`src/rtl/arbitro_rr_4a1_pkg.sv`:
```
// Switch-wide definitions shared by the ingress/egress arbiters: system states and default word width.
package arbitro_rr_4a1_pkg;

   typedef enum logic [3:0] {
      ST_RESET  = 4'b0001,
      ST_INIT   = 4'b0010,
      ST_IDLE   = 4'b0100,
      ST_ACTIVE = 4'b1000
   } sys_state_e;

   localparam int DEFAULT_BW = 6;

   // Next requester index in the ring, wrapping 3 -> 0.
   function automatic logic [1:0] rr_inc(input logic [1:0] p);
      return p + 2'd1;
   endfunction

endpackage

```
`src/rtl/arbitro_rr_4a1_picker.sv`:
```
// Combinational 4-way round-robin picker: first eligible requester scanning from ptr upward (mod 4).
// Zero latency; no state, so it is shared with the 1-to-4 distribution arbiter.
module rr_picker_4
   import arbitro_rr_4a1_pkg::*;
(
   input  logic [1:0] ptr,
   input  logic [3:0] eligible,
   output logic [1:0] grant,
   output logic       any
);

   logic [1:0] idx;

   always_comb begin
      grant = ptr;
      any   = 1'b0;
      idx   = ptr;
      for (int i = 0; i < 4; i++) begin
         if (!any && eligible[idx]) begin
            grant = idx;
            any   = 1'b1;
         end
         idx = rr_inc(idx);
      end
   end

endmodule

```
`src/rtl/arbitro_rr_4a1.sv`:
```
// 4-to-1 round-robin drain of four input FIFOs into one output FIFO; pop in cycle N, push in N+1.
// almost_full or leaving ST_ACTIVE blocks new pops only; the word already in flight is always pushed.
module arbitro_rr_4a1
   import arbitro_rr_4a1_pkg::*;
#(
   parameter int BW      = DEFAULT_BW,
   parameter int QUANTUM = 1
)
(
   input  logic          clk,
   input  logic          reset,
   input  logic [3:0]    state,
   input  logic          empty0,
   input  logic          empty1,
   input  logic          empty2,
   input  logic          empty3,
   input  logic [BW-1:0] data_in0,
   input  logic [BW-1:0] data_in1,
   input  logic [BW-1:0] data_in2,
   input  logic [BW-1:0] data_in3,
   input  logic          almost_full,
   output logic          pop0,
   output logic          pop1,
   output logic          pop2,
   output logic          pop3,
   output logic          push,
   output logic [BW-1:0] data_out,
   output logic          idle
);

   localparam int CW = (QUANTUM > 1) ? $clog2(QUANTUM) : 1;

   logic [1:0]    ptr_q, ptr_d;
   logic [CW-1:0] cnt_q, cnt_d;
   logic          pend_q;
   logic [1:0]    sel_q, sel_d;
   logic          idle_q;

   logic [3:0]    eligible;
   logic [1:0]    grant;
   logic          any;
   logic          go;

   assign eligible = ~{empty3, empty2, empty1, empty0};

   rr_picker_4 u_picker (
      .ptr      (ptr_q),
      .eligible (eligible),
      .grant    (grant),
      .any      (any)
   );

   assign go = (state == ST_ACTIVE) & ~almost_full & ~reset & any;

   assign pop0 = go & (grant == 2'd0);
   assign pop1 = go & (grant == 2'd1);
   assign pop2 = go & (grant == 2'd2);
   assign pop3 = go & (grant == 2'd3);

   // cnt tracks how long ptr has held on its current owner; ptr leaves once the quantum is used up.
   always_comb begin
      ptr_d = ptr_q;
      cnt_d = cnt_q;
      if (go) begin
         if ((grant == ptr_q) && (int'(cnt_q) < QUANTUM - 1)) begin
            cnt_d = cnt_q + CW'(1);
         end else if ((grant != ptr_q) && (QUANTUM > 1)) begin
            ptr_d = grant;
            cnt_d = CW'(1);
         end else begin
            ptr_d = rr_inc(grant);
            cnt_d = '0;
         end
      end
   end

   // Select only moves on a real grant so data_out stays quiet between pushes.
   assign sel_d = go ? grant : sel_q;

   always_ff @(posedge clk) begin
      if (reset) begin
         ptr_q  <= 2'd0;
         cnt_q  <= '0;
         pend_q <= 1'b0;
         sel_q  <= 2'd0;
         idle_q <= 1'b1;
      end else begin
         ptr_q  <= ptr_d;
         cnt_q  <= cnt_d;
         pend_q <= go;
         sel_q  <= sel_d;
         idle_q <= ~go & ~pend_q;
      end
   end

   always_comb begin
      data_out = data_in0;
      case (sel_q)
         2'd0:    data_out = data_in0;
         2'd1:    data_out = data_in1;
         2'd2:    data_out = data_in2;
         default: data_out = data_in3;
      endcase
   end

   assign push = pend_q;
   assign idle = idle_q;

endmodule

```
`config.mk`:
```
export PLATFORM = sky130hd
export DESIGN_NAME = arbitro_rr_4a1
export DESIGN_NICKNAME = d
export VERILOG_FILES = /design/src/rtl/arbitro_rr_4a1_pkg.sv /design/src/rtl/arbitro_rr_4a1_picker.sv /design/src/rtl/arbitro_rr_4a1.sv
export SDC_FILE = /design/constraint.sdc
export NUM_CORES = 1
export LEC_CHECK = 0
export BUFFER_PORTS_ARGS = -buffer_cell sky130_fd_sc_hd__buf_2
export CAP_MARGIN = 20
export CORE_MARGIN = 8
export CORE_UTILIZATION = 30
export CTS_BUF_LIST = sky130_fd_sc_hd__clkbuf_8 sky130_fd_sc_hd__clkbuf_16
export CTS_CLUSTER_DIAMETER = 50
export DETAILED_ROUTE_END_ITERATION = 16
export PLACE_DENSITY_LB_ADDON = 0.1
export SLEW_MARGIN = 20
export SYNTH_ARGS = -nofsm -noshare
export SYNTH_HDL_FRONTEND = slang
export SYNTH_HIERARCHICAL = 1
export SYNTH_SLANG_ARGS = --single-unit
```
`constraint.sdc`:
```
create_clock -name clk -period 4.9 [get_ports clk]
set_input_delay 0.98 -clock clk [delete_from_list [all_inputs] [get_ports clk]]
set_output_delay 0.98 -clock clk [all_outputs]
set_load 0.02 [all_outputs]
```
# Word-level counts from Yosys, hierarchy flattened
# Cells that the tools add are included.
[op_classes]
eq_ne = 6
addsub = 4
bitwise = 13
reduce_logical = 8
mux = 16
magnitude_cmp = 4
[ops]
columns = ["cell", "n"]
rows = [
  ["6-bit case mux with 3 select lines", 1],
  ["2-bit by 3-bit < comparator with 1-bit output, second input constant", 4],
  ["2-bit by 1-bit adder with 2-bit output, second input constant", 4],
  ["1-bit bitwise AND", 8],
  ["1-bit binary-select mux with 2-bit select", 4],
  ["1-bit 2-to-1 mux", 8],
  ["2-bit equality test, second input constant", 3],
  ["2-bit 2-to-1 mux", 3],
  ["2-bit by 1-bit equality test with 1-bit output, second input constant", 2],
  ["4-bit equality test, second input constant", 1],
  ["2-bit logical NOT", 2],
  ["1-bit inverter", 4],
  ["4-bit inverter", 1],
  ["1-bit logical AND", 3],
  ["1-bit logical NOT", 3],
]
[totals]
wordCells = 55
inputBits = 35
register_bits = 6

# Depth between registers and ports, before layout
[depth]
word_depth = 16
ltp_mapped = 8
mapped_depth_nobuf = 8

# Cells and area by module
# Netlist, hierarchy kept.
[by_module_without_submodules]
columns = ["module", "seq_area_each_um2", "area_each_um2", "cells_each", "n_inst"]
rows = [
  ["arbitro_rr_4a1", 120.1, 498.0, 45, 1],
  ["rr_picker_4", 0.0, 100.1, 17, 1],
]

# Least setup slack after synthesis
# Ideal clock, no wire load.
[synth_path]
kind = "input to output"
from = "in empty3"
to = "out pop0"
path_buffers = 0
arrival_time_ns = 2.242
setup_slack_ns = 1.678
path_stages = 7
cell_sequence = "inv_1 -> and3b_1 -> or4_1 -> nand2_1 -> inv_1 -> ha_1 -> and3_1"
[synth_via]
elab_chain_cells = 15
[synth_rtl]
columns = ["item", "line_no", "text"]
rows = [
  ["start, declared", "arbitro_rr_4a1.sv:16", "input logic empty3,"],
  ["4-bit inverter *", "arbitro_rr_4a1.sv:44", "assign eligible = ~{empty3, empty2, empty1, empty0};"],
  ["1-bit binary-select mux with 2-bit select", "arbitro_rr_4a1_picker.sv:19", "if (!any && eligible[idx]) begin"],
  ["1-bit 2-to-1 mux (not written as such)", "arbitro_rr_4a1_picker.sv:19", ""],
  ["1-bit 2-to-1 mux", "arbitro_rr_4a1_picker.sv:19", ""],
  ["1-bit logical NOT", "arbitro_rr_4a1_picker.sv:19", ""],
  ["1-bit logical AND", "arbitro_rr_4a1_picker.sv:19", ""],
  ["1-bit 2-to-1 mux", "arbitro_rr_4a1_picker.sv:19", ""],
  ["1-bit logical NOT", "arbitro_rr_4a1_picker.sv:19", ""],
  ["1-bit logical AND", "arbitro_rr_4a1_picker.sv:19", ""],
  ["1-bit 2-to-1 mux", "arbitro_rr_4a1_picker.sv:19", ""],
  ["1-bit logical NOT", "arbitro_rr_4a1_picker.sv:19", ""],
  ["1-bit logical AND", "arbitro_rr_4a1_picker.sv:19", ""],
  ["2-bit 2-to-1 mux *", "arbitro_rr_4a1_picker.sv:19", ""],
  ["net grant[1]", "arbitro_rr_4a1.sv:40", "logic [1:0] grant;"],
  ["2-bit logical NOT *", "arbitro_rr_4a1.sv:55", "assign pop0 = go & (grant == 2'd0);"],
  ["1-bit bitwise AND *", "arbitro_rr_4a1.sv:55", ""],
  ["end, declared", "arbitro_rr_4a1.sv:22", "output logic pop0,"],
]
# Mark *: on every way through the listed nets, which the timed path passes. The rest lies on a longest branch. The select of a mux whose other input is x is not followed.

# Worst setup path after layout
[layout_path]
from = "in empty3"
to = "out pop0"
[layout_via]
elab_chain_cells = 15
[layout_rtl]
columns = ["item", "line_no", "text"]
rows = [
  ["4-bit inverter *", "arbitro_rr_4a1.sv:44", ""],
  ["net eligible[3]", "arbitro_rr_4a1.sv:39", "logic [3:0] eligible;"],
  ["1-bit binary-select mux with 2-bit select", "arbitro_rr_4a1_picker.sv:19", ""],
  ["1-bit 2-to-1 mux (not written as such)", "arbitro_rr_4a1_picker.sv:19", ""],
  ["1-bit 2-to-1 mux", "arbitro_rr_4a1_picker.sv:19", ""],
  ["1-bit logical NOT", "arbitro_rr_4a1_picker.sv:19", ""],
  ["1-bit logical AND", "arbitro_rr_4a1_picker.sv:19", ""],
  ["1-bit 2-to-1 mux", "arbitro_rr_4a1_picker.sv:19", ""],
  ["1-bit logical NOT", "arbitro_rr_4a1_picker.sv:19", ""],
  ["1-bit logical AND", "arbitro_rr_4a1_picker.sv:19", ""],
  ["1-bit 2-to-1 mux", "arbitro_rr_4a1_picker.sv:19", ""],
  ["1-bit logical NOT", "arbitro_rr_4a1_picker.sv:19", ""],
  ["1-bit logical AND", "arbitro_rr_4a1_picker.sv:19", ""],
  ["2-bit 2-to-1 mux *", "arbitro_rr_4a1_picker.sv:19", ""],
  ["net grant[1]", "arbitro_rr_4a1.sv:40", ""],
  ["2-bit logical NOT *", "arbitro_rr_4a1.sv:55", ""],
  ["1-bit bitwise AND *", "arbitro_rr_4a1.sv:55", ""],
]
# Marks and branches as above.

==> qor.yml <==
sta:
  whs_ps: 431
  relSlewSlack: 0.739
  tightest_slew_ps: 391
  period_minus_slack_ps: 3480
  tns_ps: 0
  maxSlewViolCount: 0
  rsz0062_at_grt: "false"
  period_share: 0.710
  finalHoldViolations: 0
  finClkSkew_ps: 0.662
  setup_viol_count_final: 0
  max_freq_ghz: 0.287
detailed_routing:
  wl_per_cell_um: 13.1
  drt_iter0_drc: 14
  dr.pass1.iters: 4
  routed_wl_mm: 1.79
  drc: 0
  ant_nets: 0
  dr_total_vias: 658
  vias_per_cell: 4.84
global_route:
  grt_pass1_vias: 628
  antenna_found_initial: 0
  grt.total_usage: 0.0981
  grt_pass1_wl_mm: 2.69
  grt_overflow: 0
  grt_start_max_net_pins: 8
synth:
  synthSimpleGateAreaFrac: 0.297
  yosysWarnings: 6
  syn_area_per_cell_um2: 9.65
  yosys.area.top_type_share: 0.226
  synth_edf_count: 0
  synth.most_common_cell: "inv_1"
  async_reset_ff_frac: 0
  synthFlopType: "dfxtp_1"
  syn_area_um2: 598
  synth_compound_area_frac: 0.128
  synth_xor_area_frac: 0
  synth_area_leader_cell: "mux4_2"
  postSynthCellCount: 62
  synthAdderAreaFrac: 0.0837
  synthMuxAreaShare: 0.226
  seq_area_frac_synth: 0.201
  synth_cell_types: 25
  synthesis.nets: 101
  ys_top_cells_by_area: "mux4_2 23%, dfxtp_1 20%, ha_1 8.4%, a21oi_1 5.0%, inv_1 5.0%"
  synth_seq_cells: 6
  synth_top_family_by_area: "simple AND/OR/NAND/NOR gates"
  yosys-top-cells-count: "8 x inv_1, 6 x a21oi_1, 6 x dfxtp_1, 6 x mux4_2"
critical_path:
  cp.required_ps: 3920
  crit_arrival_ps: 2500
  end_kind: "output pin"
  slowest_delay_ps: 460
  cp-start-kind: "input port"
  path_max_fanout: 6
  path_cells: "buf_2, inv_1, and3b_1, or4_1, nand2_1, inv_1, ha_1, and3_1, buf_2"
  slowest_stage: "or4_1"
  worst-setup-path-type: "in2out"
cts:
  postCtsResizedCells: 0
  hold_buffers: 0
  post_cts.repair.setup_buffers: 0
  cts_buffers: 3
  clk_latency_ps: 220
  clock_sinks: 6
  cts_root_buf: "clkbuf_8"
  cts_max_path_buffers: 2
  cts-htree-levels: 1
  tritoncts: "done"
  clkTransAtPathRegs_ps: 30
final_layout:
  syn2layout_area_growth_pct: 49.6
  n_fill_cell: 195
  multiInputGateArea_um2: 439
  nNetsFinal: 150
  n_antenna_cell: 0
  seqCellArea_um2: 120
  drive_above_1_share: 0.578
power:
  leakagePower_nw: 0.452
  vdd_drop_max_mv: 0.106
  p_per_area_nw_per_um2: 183
job:
  drv_cap: 0
outcome:
  outcome: "complete, no violations"
worst_hold_path:
  hold_path_class: "reg2reg"
floorplan:
  dieArea_um2: 3680
  fp-row-count: 16
  core_area_um2: 1920
  floorplan.die.height_um: 60.7
  floorplan.initialDensity: 0.311
  io_pins: 47
  die_w_um: 60.7
placement:
  hpwl_mm: 1.57
  gp_congestion: 0.843
  port_buffers: 46
==> final timing paths <==
path	start	end	slack (ps)	depth (start not counted)
worst max-delay path	empty3	pop0	1420	9
worst max register to register	ptr_q[0]	ptr_q[1]	3110	7
worst min-delay path	push	idle	430	1
worst min register to register	push	idle	430	1
==> flip-flops by register name, indices dropped and copies added (netlist names) <==
register / cells
idle: 1
ptr_q: 2
push: 1
sel_q: 2
==> cell type report <==
| cell class | count | area share |
|---|---|---|
| tap | 27 | 0.0378 |
| timing repair buffer | 46 | 0.257 |
| inverter | 8 | 0.0336 |
| sequential | 6 | 0.134 |
| clock buffer | 3 | 0.0462 |
| multi-input combinational | 46 | 0.491 |
==> routing by layer <==
layer	track usage	part of all wire	vias up
li1	-	-	324
met1	0.104	0.35	292
met2	0.160	0.49	38
met3	0.0445	0.14	4
met4	0.0498	0.012	0
met5	0	0	-
==> power by group <==
part	switching, mW	total [mW]	internal [mW]
Combinational	0.0187	0.0402	0.0214
Clock	0.0206	0.0733	0.0527
Sequential	0.000419	0.0500	0.0496
==> cell families (layout without fill, tap and decap cells) <==
family,after synthesis,count (layout)
AND/OR/NAND/NOR,23,23
AO/OA/AOI/OAI,13,13
adder cells (fa/ha/maj),4,4
buffers and inverters,10,57
multiplexers,6,6
flip-flops,6,6
==> through the flow <==
step / std cells / utilization / setup slack (ps) / instance area, um2 / power (mW)
finish: 136 / 0.465 / 1420 / 895 / 0.163
floorplan: 62 / - / 1680 / 598 / 0.0717
CTS: 136 / 0.465 / 1420 / 895 / 0.166
detailed placement: 133 / 0.444 / 1420 / 853 / 0.0912
global placement: 133 / 0.444 / 1450 / 853 / 0.0901
global route: 136 / 0.465 / 1290 / 895 / 0.176
==> cells in the final DEF, fill, tap and decap left out, types with 2 or more instances in the layout <==
cell and count:
and3_1 4, nand2_1 3, o21ai_0 2, mux4_2 6, and2b_2 2, clkbuf_8 3, inv_1 8, ha_1 4
o21ai_1 3, nand3_1 3, buf_2 46, nor2_1 2, a21oi_1 6, dfxtp_1 6
==> critical path: cells and delay by family <==
family | cells | cell delay [ps]
simple gates | 4 | 910
buf+inv | 4 | 430
fa+ha+maj | 1 | 170
Note: power is estimated with default switching activity, not from simulation.
